`src/rtl/hazard_controller_if.sv`:
```
// ============================================================================
// hazard_controller_if
// Pipeline-to-hazard-controller signal bundle: ID/EX hazard inputs, memory
// wait states, and the sequencing outputs plus performance counters.
// Revision: 1.0
// ============================================================================
`default_nettype none

interface hazard_controller_if #(
    parameter int CNT_W = 16
);
    logic [4:0]       id_rs1;
    logic [4:0]       id_rs2;
    logic             id_use_rs1;
    logic             id_use_rs2;
    logic             id_is_ecall;
    logic             id_halt_cond;
    logic             ex_mem_read;
    logic [4:0]       ex_rd;
    logic             ex_redirect;
    logic             imem_busy;
    logic             dmem_busy;
    logic             pc_write;
    logic             ifid_write;
    logic             is_stall;
    logic             is_flush;
    logic             freeze;
    logic             halted;
    logic [CNT_W-1:0] stall_count;
    logic [CNT_W-1:0] flush_count;

    // Pipeline side: supplies hazard information, consumes sequencing
    modport master (
        output id_rs1, id_rs2, id_use_rs1, id_use_rs2, id_is_ecall,
               id_halt_cond, ex_mem_read, ex_rd, ex_redirect,
               imem_busy, dmem_busy,
        input  pc_write, ifid_write, is_stall, is_flush, freeze, halted,
               stall_count, flush_count
    );

    // Controller side
    modport slave (
        input  id_rs1, id_rs2, id_use_rs1, id_use_rs2, id_is_ecall,
               id_halt_cond, ex_mem_read, ex_rd, ex_redirect,
               imem_busy, dmem_busy,
        output pc_write, ifid_write, is_stall, is_flush, freeze, halted,
               stall_count, flush_count
    );
endinterface

`default_nettype wire

```
`src/rtl/hazard_controller.sv`:
```
// ============================================================================
// hazard_controller
// Per-cycle advance/hold/squash decisions for the 5-stage core: load-use
// interlock, EX redirects, memory wait states and the ecall drain-then-halt
// sequence, with saturating stall/flush performance counters.
// Revision: 1.0
// ============================================================================
`default_nettype none

module hazard_controller #(
    parameter int DRAIN_CYCLES = 3,
    parameter int CNT_W        = 16
) (
    input  wire logic          clk,
    input  wire logic          reset,
    hazard_controller_if.slave bus
);

    localparam int               DW         = $clog2(DRAIN_CYCLES + 1);
    localparam logic [DW-1:0]    DRAIN_INIT = DW'(DRAIN_CYCLES);
    localparam logic [CNT_W-1:0] CNT_MAX    = '1;

    typedef enum logic [1:0] {
        RUN    = 2'd0,
        DRAIN  = 2'd1,
        HALTED = 2'd2
    } state_t;

    state_t           state;
    logic [DW-1:0]    drain_cnt;
    logic [CNT_W-1:0] stall_cnt;
    logic [CNT_W-1:0] flush_cnt;

    logic busy;
    logic lu;
    logic halt_req;

    assign busy     = bus.imem_busy | bus.dmem_busy;
    assign lu       = bus.ex_mem_read && (bus.ex_rd != 5'd0) &&
                      ((bus.id_use_rs1 && (bus.id_rs1 == bus.ex_rd)) ||
                       (bus.id_use_rs2 && (bus.id_rs2 == bus.ex_rd)));
    assign halt_req = bus.id_is_ecall & bus.id_halt_cond;

    // Same-cycle sequencing outputs from current state and hazard inputs
    always_comb begin
        bus.pc_write   = 1'b1;
        bus.ifid_write = 1'b1;
        bus.is_stall   = 1'b0;
        bus.is_flush   = 1'b0;
        bus.freeze     = 1'b0;
        bus.halted     = 1'b0;
        if (!reset) begin
            // Hold the front end and keep ID/EX squashed while in reset
            bus.pc_write   = 1'b0;
            bus.ifid_write = 1'b0;
            bus.is_flush   = 1'b1;
        end else begin
            case (state)
                RUN: begin
                    if (busy) begin
                        bus.freeze     = 1'b1;
                        bus.pc_write   = 1'b0;
                        bus.ifid_write = 1'b0;
                    end else if (bus.ex_redirect) begin
                        bus.is_flush   = 1'b1;
                    end else if (lu) begin
                        bus.is_stall   = 1'b1;
                        bus.pc_write   = 1'b0;
                        bus.ifid_write = 1'b0;
                    end else if (halt_req) begin
                        // Let the ecall move to EX but fetch nothing more
                        bus.pc_write   = 1'b0;
                    end
                end
                DRAIN: begin
                    bus.pc_write   = 1'b0;
                    bus.ifid_write = 1'b0;
                    if (busy) begin
                        bus.freeze   = 1'b1;
                    end else begin
                        bus.is_flush = 1'b1;
                    end
                end
                default: begin
                    bus.freeze     = 1'b1;
                    bus.halted     = 1'b1;
                    bus.pc_write   = 1'b0;
                    bus.ifid_write = 1'b0;
                end
            endcase
        end
    end

    // Sequencer state, drain countdown and saturating counters
    always_ff @(posedge clk) begin
        if (!reset) begin
            state     <= RUN;
            drain_cnt <= '0;
            stall_cnt <= '0;
            flush_cnt <= '0;
        end else begin
            case (state)
                RUN: begin
                    if (!busy) begin
                        if (bus.ex_redirect) begin
                            if (flush_cnt != CNT_MAX) flush_cnt <= flush_cnt + 1'b1;
                        end else if (lu) begin
                            if (stall_cnt != CNT_MAX) stall_cnt <= stall_cnt + 1'b1;
                        end else if (halt_req) begin
                            state     <= DRAIN;
                            drain_cnt <= DRAIN_INIT;
                        end
                    end
                end
                DRAIN: begin
                    if (!busy) begin
                        drain_cnt <= drain_cnt - 1'b1;
                        if (drain_cnt == DW'(1)) state <= HALTED;
                    end
                end
                default: begin
                    state <= HALTED;
                end
            endcase
        end
    end

    assign bus.stall_count = stall_cnt;
    assign bus.flush_count = flush_cnt;

endmodule

`default_nettype wire
```
`src/flat_wrapper.sv`:
```
// flat-port wrapper written by rule: the top's interface ports become plain ports
module hazard_controller_flat 
#(
    parameter int DRAIN_CYCLES = 3,
    parameter int CNT_W        = 16
)
  (clk, reset, bus_id_rs1, bus_id_rs2, bus_id_use_rs1, bus_id_use_rs2, bus_id_is_ecall, bus_id_halt_cond, bus_ex_mem_read, bus_ex_rd, bus_ex_redirect, bus_imem_busy, bus_dmem_busy, bus_pc_write, bus_ifid_write, bus_is_stall, bus_is_flush, bus_freeze, bus_halted, bus_stall_count, bus_flush_count);
  hazard_controller_if #(.CNT_W(CNT_W)) bus_i ();
  input  wire logic clk;
  input  wire logic reset;
  input wire logic [$bits(bus_i.id_rs1)-1:0] bus_id_rs1;
  input wire logic [$bits(bus_i.id_rs2)-1:0] bus_id_rs2;
  input wire logic [$bits(bus_i.id_use_rs1)-1:0] bus_id_use_rs1;
  input wire logic [$bits(bus_i.id_use_rs2)-1:0] bus_id_use_rs2;
  input wire logic [$bits(bus_i.id_is_ecall)-1:0] bus_id_is_ecall;
  input wire logic [$bits(bus_i.id_halt_cond)-1:0] bus_id_halt_cond;
  input wire logic [$bits(bus_i.ex_mem_read)-1:0] bus_ex_mem_read;
  input wire logic [$bits(bus_i.ex_rd)-1:0] bus_ex_rd;
  input wire logic [$bits(bus_i.ex_redirect)-1:0] bus_ex_redirect;
  input wire logic [$bits(bus_i.imem_busy)-1:0] bus_imem_busy;
  input wire logic [$bits(bus_i.dmem_busy)-1:0] bus_dmem_busy;
  output wire logic [$bits(bus_i.pc_write)-1:0] bus_pc_write;
  output wire logic [$bits(bus_i.ifid_write)-1:0] bus_ifid_write;
  output wire logic [$bits(bus_i.is_stall)-1:0] bus_is_stall;
  output wire logic [$bits(bus_i.is_flush)-1:0] bus_is_flush;
  output wire logic [$bits(bus_i.freeze)-1:0] bus_freeze;
  output wire logic [$bits(bus_i.halted)-1:0] bus_halted;
  output wire logic [$bits(bus_i.stall_count)-1:0] bus_stall_count;
  output wire logic [$bits(bus_i.flush_count)-1:0] bus_flush_count;
  assign bus_i.id_rs1 = bus_id_rs1;
  assign bus_i.id_rs2 = bus_id_rs2;
  assign bus_i.id_use_rs1 = bus_id_use_rs1;
  assign bus_i.id_use_rs2 = bus_id_use_rs2;
  assign bus_i.id_is_ecall = bus_id_is_ecall;
  assign bus_i.id_halt_cond = bus_id_halt_cond;
  assign bus_i.ex_mem_read = bus_ex_mem_read;
  assign bus_i.ex_rd = bus_ex_rd;
  assign bus_i.ex_redirect = bus_ex_redirect;
  assign bus_i.imem_busy = bus_imem_busy;
  assign bus_i.dmem_busy = bus_dmem_busy;
  assign bus_pc_write = bus_i.pc_write;
  assign bus_ifid_write = bus_i.ifid_write;
  assign bus_is_stall = bus_i.is_stall;
  assign bus_is_flush = bus_i.is_flush;
  assign bus_freeze = bus_i.freeze;
  assign bus_halted = bus_i.halted;
  assign bus_stall_count = bus_i.stall_count;
  assign bus_flush_count = bus_i.flush_count;
  hazard_controller #(.DRAIN_CYCLES(DRAIN_CYCLES), .CNT_W(CNT_W)) u_core (.clk(clk), .reset(reset), .bus(bus_i));
endmodule
```
`config.mk`:
```
export PLATFORM = sky130hd
export DESIGN_NAME = hazard_controller_flat
export DESIGN_NICKNAME = d
export VERILOG_FILES = /design/src/rtl/hazard_controller_if.sv /design/src/rtl/hazard_controller.sv /design/src/flat_wrapper.sv
export SDC_FILE = /design/constraint.sdc
export NUM_CORES = 1
export LEC_CHECK = 0
export CORE_ASPECT_RATIO = 0.6
export CORE_MARGIN = 2
export CORE_UTILIZATION = 25
export DETAILED_ROUTE_END_ITERATION = 8
export PLACE_DENSITY = 0.54
export RECOVER_POWER = 25
export SLEW_MARGIN = 0
export SYNTH_ARGS = -nofsm -noshare
export SYNTH_HDL_FRONTEND = slang
export SYNTH_SLANG_ARGS = --single-unit
```
`constraint.sdc`:
```
create_clock -name clk -period 2.2 [get_ports clk]
set_input_delay 0.22 -clock clk [delete_from_list [all_inputs] [get_ports clk]]
set_output_delay 0.22 -clock clk [all_outputs]
set_load 0.02 [all_outputs]
```
Yosys cells after proc, flatten, opt, wreduce, memory -nomap -nowiden --
Cells that the tools add are included.
Cells by class: add/sub/neg operators 3, equal/unequal tests 12, bitwise logic cells 4, muxes and demuxes 39, reductions and logical operators 13
Operator list (number):
- adder 16 x 1 -> 16 bit, second input constant | 2
- inequality test 16 bit, second input constant | 2
- two-way mux 1 bit | 25
- two-way mux 2 bit | 11
- AND reduction 6 bit | 2
- equality test 5 bit | 2
- inequality test 2 bit, second input constant | 4
- case mux 2 bit (2 select lines) | 2
- AND reduction 5 bit | 1
- nonzero test 5 bit | 1
- equality test 2 x 1 -> 1 bit, second input constant | 2
- logical AND 1 bit | 4
- inequality test 2 x 1 -> 1 bit, second input constant | 2
- AND reduction 4 bit | 1
- logical NOT 2 bit | 1
- NOT 1 bit | 2
- case mux 1 bit (2 select lines) | 1
- nonzero test 2 bit | 1
- OR reduction 2 bit | 1
- subtractor 2 x 1 -> 2 bit, second input constant | 1
- AND 1 bit | 1
- logical OR 1 bit | 1
- bitwise OR 1 bit | 1
Storage, ports and cells: word-level logic and storage cells 75, input port bits 25, register bits 36

Longest topological paths before layout --
Gate-level depths: netlist of run 1.
depth after elaboration 9, depth in mapped cells 7, depth with buffers taken out 7

Least setup slack after synthesis of run 1 --
No wires, ideal clock.
path type input port to output port, start point in bus_ex_rd[2], end point out bus_is_stall, required time 1980 ps, arrival time 1911 ps, slack 69 ps, stages on the path 6, path through xor2_1 > nor4_1 > a32oi_1 > clkbuf_1 > clkbuf_1 > nor4_1
Between the ends: word-level cells in the longest chain between the ends 9
Ends and longest elaborated chain:
- start: declaration | RTL line flat_wrapper.sv:18 | input wire logic [$bits(bus_i.ex_rd)-1:0] bus_ex_rd;
- equality test 5 bit (on tied branches) | RTL line hazard_controller.sv:40, hazard_controller.sv:41
- logical AND 1 bit (on tied branches) | RTL line hazard_controller.sv:40, hazard_controller.sv:41
- logical OR 1 bit | RTL line hazard_controller.sv:40 | ((bus.id_use_rs1 && (bus.id_rs1 == bus.ex_rd)) ||
- logical AND 1 bit * | RTL line hazard_controller.sv:39 | assign lu = bus.ex_mem_read && (bus.ex_rd != 5'd0) &&
- two-way mux 1 bit * | RTL line hazard_controller.sv:66 | end else if (lu) begin
- two-way mux 1 bit * | RTL line hazard_controller.sv:64 | end else if (bus.ex_redirect) begin
- two-way mux 1 bit * | RTL line hazard_controller.sv:60 | if (busy) begin
- two-way mux 1 bit * | RTL line hazard_controller.sv:58 | case (state)
- two-way mux 1 bit * | RTL line hazard_controller.sv:52 | if (!reset) begin
- end: declaration | RTL line flat_wrapper.sv:24 | output wire logic [$bits(bus_i.is_stall)-1:0] bus_is_stall;
Mark *: on every way between the ends. The rest lies on a longest branch, timed or not.

Worst setup path in the final report of run 1 --
start point in bus_id_rs2[2], end point out bus_is_stall
Between the ends: word-level cells in the longest chain between the ends 9
Ends and longest elaborated chain:
- start: declaration | RTL line flat_wrapper.sv:12 | input wire logic [$bits(bus_i.id_rs2)-1:0] bus_id_rs2;
- equality test 5 bit | RTL line hazard_controller.sv:41 | (bus.id_use_rs2 && (bus.id_rs2 == bus.ex_rd)));
- logical AND 1 bit | RTL line hazard_controller.sv:41
- logical OR 1 bit | RTL line hazard_controller.sv:40
- logical AND 1 bit | RTL line hazard_controller.sv:39
- two-way mux 1 bit | RTL line hazard_controller.sv:66
- two-way mux 1 bit | RTL line hazard_controller.sv:64
- two-way mux 1 bit | RTL line hazard_controller.sv:60
- two-way mux 1 bit | RTL line hazard_controller.sv:58
- two-way mux 1 bit | RTL line hazard_controller.sv:52
Every way passes these cells.

==> qor.yml, run 1 <==
outcome: "complete, but fails checks"
violations: "negative setup slack"
drt_iter0_drc: 117
via_per_inst: 4.90
ys_warn_count: 0
drive_gt1_frac: 0.167
routedWlPerCell_um: 13.8
fp-row-count: 25
peakVddDrop_uv: 294
grt_first_pass_wirelength_um: 9810
grt-ovfl-total: 0
nets: 363
rsz0062_at_grt: "true"
min_period_ps: 2220
grt_max_degree: 30
cts_hold_repair.buffers: 0
diodes: 0
hold_end: "u_core.bus.stall_count[4]"
holdPathStages: 2
total_power_mw: 1.56
gp_congestion: 0.816
end_kind: "output pin"
cts_root_buffer: "clkbuf_16"
critPathRequiredTime_ps: 1980
clock_latency_ps: 270
synth_top_family_by_area: "simple AND/OR/NAND/NOR gates"
fin_crit_sh: 1.01
synth_cell_types: 43
firstDrtPassIters: 4
clock_tree.buffer_depth: 2
regToRegEndpoint: "u_core.bus.stall_count[14]"
critical_path_class: "primary input to output pin"
dieArea_um2: 8860
areaGrowthSynthToFinish_pct: 57.3
arrival_ps: 2000
avgSynthCellArea_um2: 8.17
core_um2: 7850
yosysSeqAreaShare: 0.356
slew_violations: 0
max_freq_mhz: 451
synth_simple_gate_area_frac: 0.346
layout_commonest_cell: "clkdlybuf4s50_1"
synth-seq-cells: 36
powerDensity_nw_per_um2: 489
synth_nets: 276
rrSetupSlack_ps: 130
layout_common_cells: "clkdlybuf4s50_1 (37), dfxtp_1 (36), buf_4 (30)"
p_leak_nw: 1.12
synthXorXnorAreaFrac: 0.0908
maxCapViolations: 0
synth_area_um2: 2030
worst-path-max-fanout: 4
cts.htree.levels: 2
worst-slew-pin-transition_ps: 642
die_w_um: 120
cts_tree: "yes"
dieHeight_um: 73.7
ff2ff_path_depth: 5
via_count: 2174
synth_mux_area_frac: 0.0198
finClkSkew_ps: 4.84
start_util: 0.258
synth-compound-area-share: 0.135
io_buffers: 62
drc_errors: 0
clk_pin_slew_ps: 60
synthCells: 248
grtUsageTotal: 0.139
postCtsSetupBuffers: 0
place_hpwl_um: 4550
timing.slew.headroom: 0.572
cts_sinks: 36
cts_buffers: 5
hold_viol_final: 0
finalSetupViolations: 1
ant_nets: 0
worst_slack_ps: -16.8
hold_class: "register to register"
synth_fa_ha_area_frac: 0.0185
startpoint_type: "primary input"
instances_no_fill: 444
wl_um: 6140
io_pins: 63
fillers: 785
grt_pass1_vias: 2000
r2r_start: "u_core.state[1]"
antenna_found_initial: 0
hp-start: "u_core.bus.stall_count[4]"
dp.cells: 436
==> cells in the mapped netlist (all sizes together) <==
master	instances	share of area
a21o	1	0.0037
a21oi	18	0.044
a32oi	1	0.0043
and2	2	0.0062
and3	2	0.0062
and4	1	0.0043
buf	3	0.011
clkbuf	9	0.017
dfxtp	36	0.36
ha	3	0.019
inv	4	0.0074
mux2i	4	0.020
nand2	23	0.046
nand2b	3	0.0093
nand3	15	0.037
nand3b	1	0.0037
nand4	10	0.031
nor2	22	0.041
nor2b	1	0.0031
nor3	8	0.025
nor3b	3	0.011
nor4	7	0.029
nor4b	3	0.013
o211ai	1	0.0037
o21a	2	0.0074
o21ai	9	0.022
o22ai	1	0.0031
o31a	1	0.0043
o31ai	10	0.037
o41ai	1	0.0043
or2	2	0.0062
or3	6	0.019
or4	13	0.050
or4b	1	0.0049
xnor2	11	0.048
xor2	10	0.043
==> worst max-delay path, cell delays in order <==
cell and delay (ps):
clkdlybuf4s50_1 420, xor2_1 170, nor4_2 420, a32oi_4 230, nor4_2 330, buf_4 200
==> cell type report <==
| class | count | area, um2 | share of cell area |
|---|---|---|---|
| multi-input cells | 196 | 1330 | 0.417 |
| repair buffers | 92 | 841 | 0.264 |
| clock buffers | 8 | 146 | 0.0459 |
| flip-flops and latches | 36 | 721 | 0.226 |
| inverters | 4 | 15.0 | 0.00471 |
| well taps | 108 | 135 | 0.0424 |
==> worst max path at each step <==
stage / startpoint / to / slack (ps) / depth (start not counted)
2_1_floorplan: bus_ex_rd[2] / bus_is_stall / 70 / 6
6_report: bus_id_rs2[2] / bus_is_stall / -20 / 6
5_1_grt: bus_id_rs2[2] / bus_is_stall / -80 / 6
3_5_place_dp: bus_ex_rd[0] / bus_pc_write / -660 / 7
3_3_place_gp: bus_ex_rd[0] / bus_pc_write / -590 / 7
4_1_cts: bus_ex_rd[3] / bus_pc_write / -70 / 7
==> where the power goes <==
| group | switching (mW) | internal [mW] | total (mW) | leakage, nW |
|---|---|---|---|---|
| clock network | 0.263 | 0.452 | 0.715 | 0.0712 |
| logic | 0.0943 | 0.0924 | 0.187 | 0.760 |
| registers | 0.00300 | 0.655 | 0.658 | 0.290 |
==> metal layers <==
metal	global-route usage	wire [um]
met5	0	0
met4	0.0194	46
met3	0.0365	311
met2	0.207	2620
met1	0.205	3160
==> through the flow <==
step / hold slack [ps] / worst slack (ps) / area [um2] / TNS (ps) / utilization
finish: 490 / -16.8 / 3190 / -16.8 / 0.406
global route: 534 / -82.2 / 3190 / -432 / 0.406
CTS: 492 / -65.0 / 3100 / -65.0 / 0.395
detailed placement: 485 / -660 / 2950 / -6810 / 0.376
global placement: 481 / -587 / 2950 / -5500 / 0.376
floorplan: 371 / 68.6 / 2030 / 0 / -
==> state kept, by name, summed over array words and instances (netlist names) <==
name / count
u_core.bus.flush_count: 16
u_core.bus.stall_count: 16
u_core.drain_cnt: 2
u_core.state: 2
==> cells by family (layout without fill, tap and decap cells) <==
family                   Yosys count  in the layout
AO/OA/AOI/OAI                     45             45
XOR/XNOR                          21             21
adder cells (fa/ha/maj)            3              3
buffers and inverters             16            104
flip-flops                        36             36
multiplexers                       4              4
AND/OR/NAND/NOR                  123            123
==> timing repair <==
action | in CTS | in global routing
pin swaps | 2 | 5
gates resized for setup | 23 | 16
setup endpoints to repair | 15 | 15
cloned | 0 | 0
No activity file was read; power rests on OpenSTA's default activity.
==> inputs of run 2 (changes only) <==
--- a/config.mk
+++ b/config.mk
@@ -9,7 +9,8 @@
 export CORE_MARGIN = 2
 export CORE_UTILIZATION = 25
 export DETAILED_ROUTE_END_ITERATION = 8
-export PLACE_DENSITY = 0.54
+export GPL_TIMING_DRIVEN = 0
+export PLACE_DENSITY_LB_ADDON = 0.1
 export RECOVER_POWER = 25
 export SLEW_MARGIN = 0
 export SYNTH_ARGS = -nofsm -noshare
==> qor.yml, run 2 (synthesis gave the netlist of run 1 again) <==
outcome: "completed"
hold_class: "primary input to register"
crit_path_start: "bus_id_rs1[4]"
finalSetupTns_ps: 0  # +16.8 ps
min_period_ps: 2090  # -122 ps
cts_sinks: 36  # unchanged
die_w_um: 120  # unchanged
layout_commonest_cell: "dfxtp_1"
io_pins: 63  # unchanged
wl_um: 6100  # -0.72%
finClkSkew_ps: 6.33  # +1.49 ps
fillers: 827  # +5.4%
hold_viol_final: 0  # unchanged
final_util: 0.395  # -0.0108
worst-slew-pin-transition_ps: 602  # -40.6 ps
grtUsageTotal: 0.143  # +0.00362
core_um2: 7850  # unchanged
worst-path-max-fanout: 4  # unchanged
dieArea_um2: 8860  # unchanged
maxCapViolations: 0  # unchanged
cpLargestDelayFamily: "buffers and inverters"
cts_root_buffer: "clkbuf_16"
timing.slew.headroom: 0.599  # +0.0270
firstDrtPassIters: 4  # unchanged
clk_pin_slew_ps: 60  # about the same
grt_max_degree: 13  # -57%
clock_latency_ps: 280  # about the same
grt_first_pass_wirelength_um: 9940  # +1.3%
cts_hold_repair.buffers: 0  # unchanged
critPathRequiredTime_ps: 1980  # about the same
drc_errors: 0  # unchanged
cts.htree.levels: 2  # unchanged
r2r_start: "u_core.bus.stall_count[6]"
arrival_ps: 1870  # -130 ps
startpoint_type: "primary input"
path_buf_inv: 4  # +2
fin_crit_sh: 0.952  # -0.0555
path_cells: "clkdlybuf4s50_1 -> xor2_1 -> nor4_2 -> a32oi_1 -> clkbuf_8 -> clkbuf_16 -> nor4_4 -> buf_4"
dp.cells: 418  # -4.1%
areaGrowthSynthToFinish_pct: 53.1
start_util: 0.258  # unchanged
place_hpwl_um: 4480  # -1.5%
cts_buffers: 5  # unchanged
routedWlPerCell_um: 14.0  # +1.6%
design_area_um2: 3100  # -2.7%
critical_path_class: "primary input to output pin"
gp_congestion: 0.803  # -1.6%
via_per_inst: 4.82  # -1.5%
via_count: 2093  # -3.7%
drive_gt1_frac: 0.147  # -0.0194
drt_iter0_drc: 76  # -35%
p_leak_nw: 1.10  # -1.7%
fp-row-count: 25  # unchanged
placedInstanceArea_um2: 2780  # -5.8%
finalSetupViolations: 0  # -1
diodes: 0  # unchanged
max_freq_mhz: 477  # +5.8%
antenna_found_initial: 0  # unchanged
slowest_stage: "clkdlybuf4s50_1"
cts_tree: "yes"
end_kind: "output pin"
clock_tree.buffer_depth: 2  # unchanged
instances_no_fill: 434  # -2.3%
slowest_delay_ps: 410  # about the same
ant_nets: 0  # unchanged
powerDensity_nw_per_um2: 546  # +12%
rsz0062_at_grt: "false"
layout_common_cells: "dfxtp_1 (36), clkdlybuf4s50_1 (29), nand2_1 (22)"
dieHeight_um: 73.7  # unchanged
grt_pass1_vias: 1988  # -0.60%
peakVddDrop_uv: 335  # +14%
grt-ovfl-total: 0  # unchanged
slew_violations: 0  # unchanged
nets: 353  # -2.8%
io_buffers: 62  # unchanged
hp-start: "reset"
==> run 2: cell count changes in the layout (fill, tap and decap cells not counted), sizes merged, moves of 3 or more <==
cell,before,now
clkbuf,9,16
dlygate4sd2,3,6
buf,32,16
clkdlybuf4s50,37,29
==> run 2: final timing paths <==
check | endpoint | slack [ps] | cells past startpoint
max | bus_is_stall | 110 | 8
min reg2reg | u_core.bus.stall_count[9] | 510 | 2
max reg2reg | u_core.bus.stall_count[1] | 140 | 6
min | u_core.state[0] | 360 | 3
==> run 2: power by group <==
| group | internal [mW] | switching [mW] | total [mW] | leakage [nW] |
|---|---|---|---|---|
| clock | 0.597 | 0.276 | 0.873 | 0.0901 |
| sequential | 0.655 | 0.00293 | 0.658 | 0.290 |
| combinational | 0.0787 | 0.0849 | 0.164 | 0.722 |
==> run 2: stage by stage <==
step / total power [mW] / setup slack, ps / hold WS (ps)
after floorplan: 0.738 / 68.6 / 371
after global placement: 0.822 / -1070 / 480
after global routing: 1.76 / 6.31 / 402
after CTS: 1.71 / 1.24 / 500
after detailed placement: 0.822 / -1100 / 488
final: 1.69 / 105 / 359
==> run 2: layout make-up <==
cell class                 instances  area (um2)  area share
buffer                            10        82.6      0.0266
clock inverter                     1        30.0     0.00968
clock buffer                       7         153      0.0492
inverter                           4        16.3     0.00524
multi-input combinational        196        1290       0.415
sequential                        36         721       0.232
timing repair buffer              72         676       0.218
tap                              108         135      0.0436
==> run 2: layer usage <==
metal | part of all wire | up-vias | routed length (um) | GRT usage
met5 | 0 | - | 0 | 0
met4 | 0.0090 | 0 | 55 | 0.0426
met2 | 0.40 | 52 | 2420 | 0.201
met3 | 0.052 | 5 | 320 | 0.0357
li1 | - | 1072 | - | -
met1 | 0.54 | 964 | 3300 | 0.211
==> run 2: worst register-to-register path: stages (launching register included) <==
cell	delay [ps]
dfxtp_1	480
nand4_1	210
or4_1	600
nand3_2	170
buf_2	260
nor2_1	110
mux2i_1	120
==> run 2: repair_timing <==
action | in CTS | in global routing
endpoints found under the setup margin | 18 | 26
buffers inserted | 6 | 4
pin swaps | 6 | 4
gates resized for setup | 40 | 19
